$ cat config.mk
export PLATFORM = sky130hd
export DESIGN_NAME = imem_uart_loader
export DESIGN_NICKNAME = d
export VERILOG_FILES = /design/src/rtl/imem_uart_loader.sv
export SDC_FILE = /design/constraint.sdc
export NUM_CORES = 1
export LEC_CHECK = 0
export ABC_AREA = 0
export CAP_MARGIN = 25
export CORE_AREA = 2 2 134 136
export CTS_CLUSTER_SIZE = 24
export DETAILED_ROUTE_END_ITERATION = 8
export DIE_AREA = 0 0 136 138
export HOLD_SLACK_MARGIN = 0.03
export RECOVER_POWER = 100
export SYNTH_ARGS = -nofsm -noshare
export SYNTH_HDL_FRONTEND = slang
export SYNTH_SLANG_ARGS = --single-unit
$ cat constraint.sdc
create_clock -name clk -period 2.6 [get_ports clk]
set_input_delay 0.52 -clock clk [delete_from_list [all_inputs] [get_ports clk]]
set_output_delay 0.52 -clock clk [all_outputs]
set_load 0.02 [all_outputs]
$ cat src/rtl/imem_uart_loader.sv
// UART byte stream to instruction memory loader: frames of SYNC, LEN (16b), LEN words LSB-first.
// Define IMEM_LOADER_CSUM_EN to require a trailing mod-256 checksum byte after the data.
module imem_uart_loader #(
  parameter int unsigned IMEM_WORDS  = 1024,
  parameter int unsigned TIMEOUT_CYC = 1000000,
  parameter logic [7:0]  SYNC_BYTE   = 8'hA5
) (
  input  logic        clk,
  input  logic        Rst_n,
  input  logic        rx_valid,
  input  logic [7:0]  rx_data,
  output logic        prog_ena,
  output logic [3:0]  imem_wea,
  output logic [31:0] imem_addr,
  output logic [31:0] imem_din,
  output logic        load_done,
  output logic        load_err,
  output logic [15:0] words_loaded
);

  localparam int TW = $clog2(TIMEOUT_CYC + 1);

  typedef enum logic [2:0] {
    IDLE, LEN0, LEN1, DATA,
`ifdef IMEM_LOADER_CSUM_EN
    CSUM,
`endif
    FINISH
  } state_t;

`ifdef IMEM_LOADER_CSUM_EN
  localparam state_t TAIL = CSUM;
`else
  localparam state_t TAIL = FINISH;
`endif

  state_t state_reg, state_next;
  logic [15:0] len_reg, len_next;
  logic [1:0]  byte_cnt_reg, byte_cnt_next;
  logic [23:0] word_buf_reg, word_buf_next;
  logic [TW-1:0] to_cnt_reg, to_cnt_next;
  logic        prog_ena_next, load_done_next, load_err_next;
  logic [3:0]  imem_wea_next;
  logic [31:0] imem_addr_next, imem_din_next;
  logic [15:0] words_loaded_next;
  logic [15:0] len_full;
  logic        counting, abort, go_idle;
`ifdef IMEM_LOADER_CSUM_EN
  logic [7:0]  csum_reg, csum_next;
`endif

  always_ff @(posedge clk or negedge Rst_n) begin
    if (!Rst_n) begin
      state_reg    <= IDLE;
      len_reg      <= '0;
      byte_cnt_reg <= '0;
      word_buf_reg <= '0;
      to_cnt_reg   <= '0;
      prog_ena     <= 1'b0;
      imem_wea     <= 4'h0;
      imem_addr    <= '0;
      imem_din     <= '0;
      load_done    <= 1'b0;
      load_err     <= 1'b0;
      words_loaded <= '0;
`ifdef IMEM_LOADER_CSUM_EN
      csum_reg     <= '0;
`endif
    end else begin
      state_reg    <= state_next;
      len_reg      <= len_next;
      byte_cnt_reg <= byte_cnt_next;
      word_buf_reg <= word_buf_next;
      to_cnt_reg   <= to_cnt_next;
      prog_ena     <= prog_ena_next;
      imem_wea     <= imem_wea_next;
      imem_addr    <= imem_addr_next;
      imem_din     <= imem_din_next;
      load_done    <= load_done_next;
      load_err     <= load_err_next;
      words_loaded <= words_loaded_next;
`ifdef IMEM_LOADER_CSUM_EN
      csum_reg     <= csum_next;
`endif
    end
  end

  always_comb begin
    state_next        = state_reg;
    len_next          = len_reg;
    byte_cnt_next     = byte_cnt_reg;
    word_buf_next     = word_buf_reg;
    prog_ena_next     = prog_ena;
    imem_wea_next     = 4'h0;
    imem_addr_next    = imem_addr;
    imem_din_next     = imem_din;
    load_done_next    = 1'b0;
    load_err_next     = 1'b0;
    words_loaded_next = words_loaded;
`ifdef IMEM_LOADER_CSUM_EN
    csum_next         = csum_reg;
`endif
    len_full = {rx_data, len_reg[7:0]};
    abort    = 1'b0;
    go_idle  = 1'b0;
    counting = (state_reg != IDLE) && (state_reg != FINISH);

    if (rx_valid)      to_cnt_next = '0;
    else if (counting) to_cnt_next = to_cnt_reg + TW'(1);
    else               to_cnt_next = to_cnt_reg;

    case (state_reg)
      IDLE: begin
        if (rx_valid && rx_data == SYNC_BYTE) begin
          state_next    = LEN0;
          prog_ena_next = 1'b1;
        end
      end
      LEN0: begin
        if (rx_valid) begin
          len_next   = {8'h00, rx_data};
          state_next = LEN1;
        end
      end
      LEN1: begin
        if (rx_valid) begin
          len_next = len_full;
          if (32'(len_full) > IMEM_WORDS) begin
            abort = 1'b1;
          end else begin
            words_loaded_next = '0;
            state_next        = (len_full == 16'd0) ? TAIL : DATA;
          end
        end
      end
      DATA: begin
        if (rx_valid) begin
`ifdef IMEM_LOADER_CSUM_EN
          csum_next = csum_reg + rx_data;
`endif
          byte_cnt_next = byte_cnt_reg + 2'd1;
          case (byte_cnt_reg)
            2'd0: word_buf_next[7:0]   = rx_data;
            2'd1: word_buf_next[15:8]  = rx_data;
            2'd2: word_buf_next[23:16] = rx_data;
            default: begin
              // Fourth byte completes the word; it is written straight from rx_data.
              imem_wea_next     = 4'hF;
              imem_din_next     = {rx_data, word_buf_reg};
              imem_addr_next    = {14'b0, words_loaded, 2'b00};
              words_loaded_next = words_loaded + 16'd1;
              if (words_loaded + 16'd1 == len_reg) state_next = TAIL;
            end
          endcase
        end
      end
`ifdef IMEM_LOADER_CSUM_EN
      CSUM: begin
        if (rx_valid) begin
          if (rx_data == csum_reg) state_next = FINISH;
          else                     abort = 1'b1;
        end
      end
`endif
      FINISH: begin
        load_done_next = 1'b1;
        go_idle        = 1'b1;
      end
      default: go_idle = 1'b1;
    endcase

    if (!rx_valid && counting && to_cnt_reg == TW'(TIMEOUT_CYC - 1)) abort = 1'b1;

    if (abort) begin
      load_err_next = 1'b1;
      go_idle       = 1'b1;
    end
    if (go_idle) begin
      state_next    = IDLE;
      prog_ena_next = 1'b0;
      byte_cnt_next = '0;
      to_cnt_next   = '0;
`ifdef IMEM_LOADER_CSUM_EN
      csum_next     = '0;
`endif
    end
  end

endmodule

==> results of run 1 <==
[worst reg2reg max path: stages (launching register included)]
cell and delay (ps):
dfrtp_1 410, buf_4 170, and4_2 250, a21boi_0 250, a31o_2 150, a31oi_1 100
or4_4 520, o31ai_4 330, and4_1 220
[area by class of cell]
type / instances / area share
Clock inverter: 14 / 0.0299
Tap cell: 229 / 0.0351
Multi-Input combinational cell: 457 / 0.330
Clock buffer: 18 / 0.0538
Sequential cell: 133 / 0.408
Inverter: 9 / 0.00414
Timing Repair Buffer: 126 / 0.139
[per-layer routing]
metal | track usage | vias to the layer above
met1 | 0.237 | 2377
met5 | 0 | -
met2 | 0.273 | 129
met4 | 0.0614 | 0
li1 | - | 2340
met3 | 0.0363 | 18
[worst max-delay path by stage]
stage / startpoint / to / slack, ps / cells after the start
6_report: words_loaded[1]$_DFFE_PN0P_ / state_reg[2]$_DFFE_PN0P_ / 140 / 8
5_1_grt: words_loaded[1]$_DFFE_PN0P_ / state_reg[2]$_DFFE_PN0P_ / 20 / 8
4_1_cts: words_loaded[3]$_DFFE_PN0P_ / state_reg[2]$_DFFE_PN0P_ / 90 / 7
3_5_place_dp: rx_data[6] / byte_cnt_reg[0]$_DFFE_PN0P_ / -200 / 8
3_3_place_gp: rx_data[6] / byte_cnt_reg[0]$_DFFE_PN0P_ / -150 / 8
2_1_floorplan: words_loaded[1]$_DFFE_PN0P_ / state_reg[2]$_DFFE_PN0P_ / 20 / 8
[cells in the mapped netlist (all sizes together) (4+ instances only)]
| library cell | n | area share |
|---|---|---|
| mux2 | 33 | 0.059 |
| inv | 9 | 0.0054 |
| and2 | 4 | 0.0040 |
| buf | 32 | 0.034 |
| dfrtp | 133 | 0.53 |
| clkbuf | 17 | 0.010 |
| a22o | 10 | 0.014 |
| nand2 | 174 | 0.10 |
| a21oi | 10 | 0.0080 |
| xnor2 | 16 | 0.022 |
| and4 | 4 | 0.0058 |
| o21ai | 30 | 0.024 |
| nand4 | 15 | 0.020 |
| nand3 | 12 | 0.010 |
| a31oi | 4 | 0.0040 |
| nor2 | 43 | 0.027 |
| nor3 | 6 | 0.0048 |
| o31ai | 6 | 0.0080 |
| xor2 | 23 | 0.032 |
| or3 | 5 | 0.0052 |
| nor4 | 8 | 0.010 |
| and3 | 5 | 0.0050 |
| ha | 6 | 0.012 |
[cells by family after synthesis]
logic type                 after synthesis  share of synthesized area
adders and majority gates                6                     0.0120
buffers and inverters                   58                     0.0492
DFF                                    133                      0.532
and+or+nand+nor                        286                      0.210
xor gates and xnor gates                39                     0.0546
muxes                                   36                     0.0642
other                                    1                   0.000599
AOI/OAI and AO/OA                       74                     0.0778
[per-stage QoR]
step,std cells,utilization
after floorplan,648,-
after global placement,953,0.428
after detailed placement,953,0.428
after CTS,986,0.467
after global routing,986,0.466
final,986,0.466
[power groups by stage]
stage,sequential (mW),clock [mW],combinational [mW]
finish,2.63,2.77,0.974
global route,2.67,2.94,1.08
CTS,2.63,2.82,0.996
detailed placement,2.66,0,0.987
global placement,2.65,0,0.958
floorplan,2.59,0,0.700
[what timing repair did]
action                     4_1_cts  5_1_grt
hold buffers                     1        0
gates resized for setup          0        4
setup endpoints to repair        0        3
hold endpoints to repair        30        0
==> impl_metrics.yaml, run 1 <==
hold_path:
  whs_endpoint: "imem_addr[8]$_DFFE_PN0P_"
  hold_depth: 2
  hold_path.class: "register to register"
  hold_path.startpoint: "imem_addr[8]$_DFFE_PN0P_"
drt:
  highest_layer: "met4"
  drt-total-wl_um: 15500
  drc: 0
  dr.pass1.iters: 4
  routedWlPerCell_um: 15.7
  first_iter_violations: 397
  final_antenna_net_count: 0
  wl_met2_um: 7370
  vias: 4864
  wl_met1_um: 7150
  viasPerCell: 4.93
  wl_met3_um: 716
timing:
  fin_hold_ws_ps: 466
  fin_crit_ps: 2460
  slew_headroom: 0.152
  hold_violations: 0
  worstMarginPinSlew_ps: 1270
  finalSetupTns_ps: 0
  fmax_ghz: 0.407
  finalMaxSlewViolations: 0
  rsz0062_at_grt: "false"
  period_share: 0.946
  setup_ws_ps: 141
  setup_viol: 0
  fin_skew_ps: 10.6
grt:
  grt_pass1_wl_um: 25700
  grt_usage: 0.174
  grt_pass1_vias: 4899
  antenna_found_initial: 0
  grt_max_degree: 53
  overflow: 0
cts:
  cts_tree: "done"
  clock-sinks: 133
  path_clk_slew_ps: 60
  insertion_delay_ps: 430
  ctsRootBufferMaster: "clkbuf_16"
  cts_made_buffers: 17
  post_cts_buffers: 0
  clockBufferDepth: 2
  htree_levels: 4
power:
  power.density_mw_per_mm2: 780
  power_frac_seq: 0.413
  pwr-share-clk: 0.434
  finalPower_mw: 6.37
  p_int_mw: 4.68
  p_leak_nw: 4.08
  p_sw_frac: 0.266
  p_sw_mw: 1.69
  vdd_drop_max_v: 0.000530
  pwr-share-comb: 0.153
floorplanning:
  core_mm2: 0.0175
  dieArea_mm2: 0.0188
  fp.dieH_um: 138
  num_rows: 49
  initial_core_util: 0.357
  die_w_um: 136
  ios: 98
critical_path:
  worst-path-max-fanout: 4
  rrSetupSlack_ps: 140
  rr_worst_depth: 8
  cpPeakStageDelay_ps: 520
  critPathKind: "register to register"
  r2r_end: "state_reg[2]$_DFFE_PN0P_"
  startpoint_type: "register"
  cp_slowest_cell: "or4_4"
  critPathArrivalTime_ps: 2820
  rr_startpoint: "words_loaded[1]$_DFFE_PN0P_"
  end_kind: "register"
  crit_path_cell_trace: "buf_4 -> and4_2 -> a21boi_0 -> a31o_2 -> a31oi_1 -> or4_4 -> o31ai_4 -> and4_1"
  critPathTopFamily: "simple AND/OR/NAND/NOR gates"
  cp_num_buf_inv: 1
  critPathRequiredTime_ps: 2970
cells_and_area:
  diodes: 0
  drive_above_1_share: 0.165
  area_delta_synth_final_pct: 30.4
  final_common_cell: "nand2_1"
  nFillCells: 1664
  multi_input_area_mm2: 0.00269
  postLayoutCellArea_mm2: 0.00816
  layout_common_cells: "174 x nand2_1, 130 x dfrtp_1, 73 x dlygate4sd3_1"
  largest_reg_flops: 32
  nNetsFinal: 761
  register_area_mm2: 0.00333
status:
  status: "complete, no violations"
yosys:
  synth_seq_cells: 133
  synthCells: 633
  synth.cell_area_mm2: 0.00626
  yosysWarnings: 0
  ys_types: 56
  syn_avg_cell_area_um2: 9.89
  async_reset_ff_frac: 1.00
  synth-main-ff-cell: "dfrtp_1"
  synth-edff-count: 0
  ys_seq_area_frac: 0.532
placed_design:
  finalWeightedCongestion: 0.860
  pre_cts_slack_ps: -201
  io_buffers: 81
  dpl-instance-area_mm2: 0.00750
  post-dp-hpwl_um: 11000
run:
  drv_cap: 0
Power figures use the tool's default switching activity.
==> inputs of run 2 (changes only) <==
--- a/config.mk
+++ b/config.mk
@@ -8,6 +8,7 @@
 export ABC_AREA = 0
 export CAP_MARGIN = 25
 export CORE_AREA = 2 2 134 136
+export CTS_CLUSTER_DIAMETER = 60
 export CTS_CLUSTER_SIZE = 24
 export DETAILED_ROUTE_END_ITERATION = 8
 export DIE_AREA = 0 0 136 138
==> results of run 2 <==
The final DEF is identical to that of run 1; final timing and power are the same.
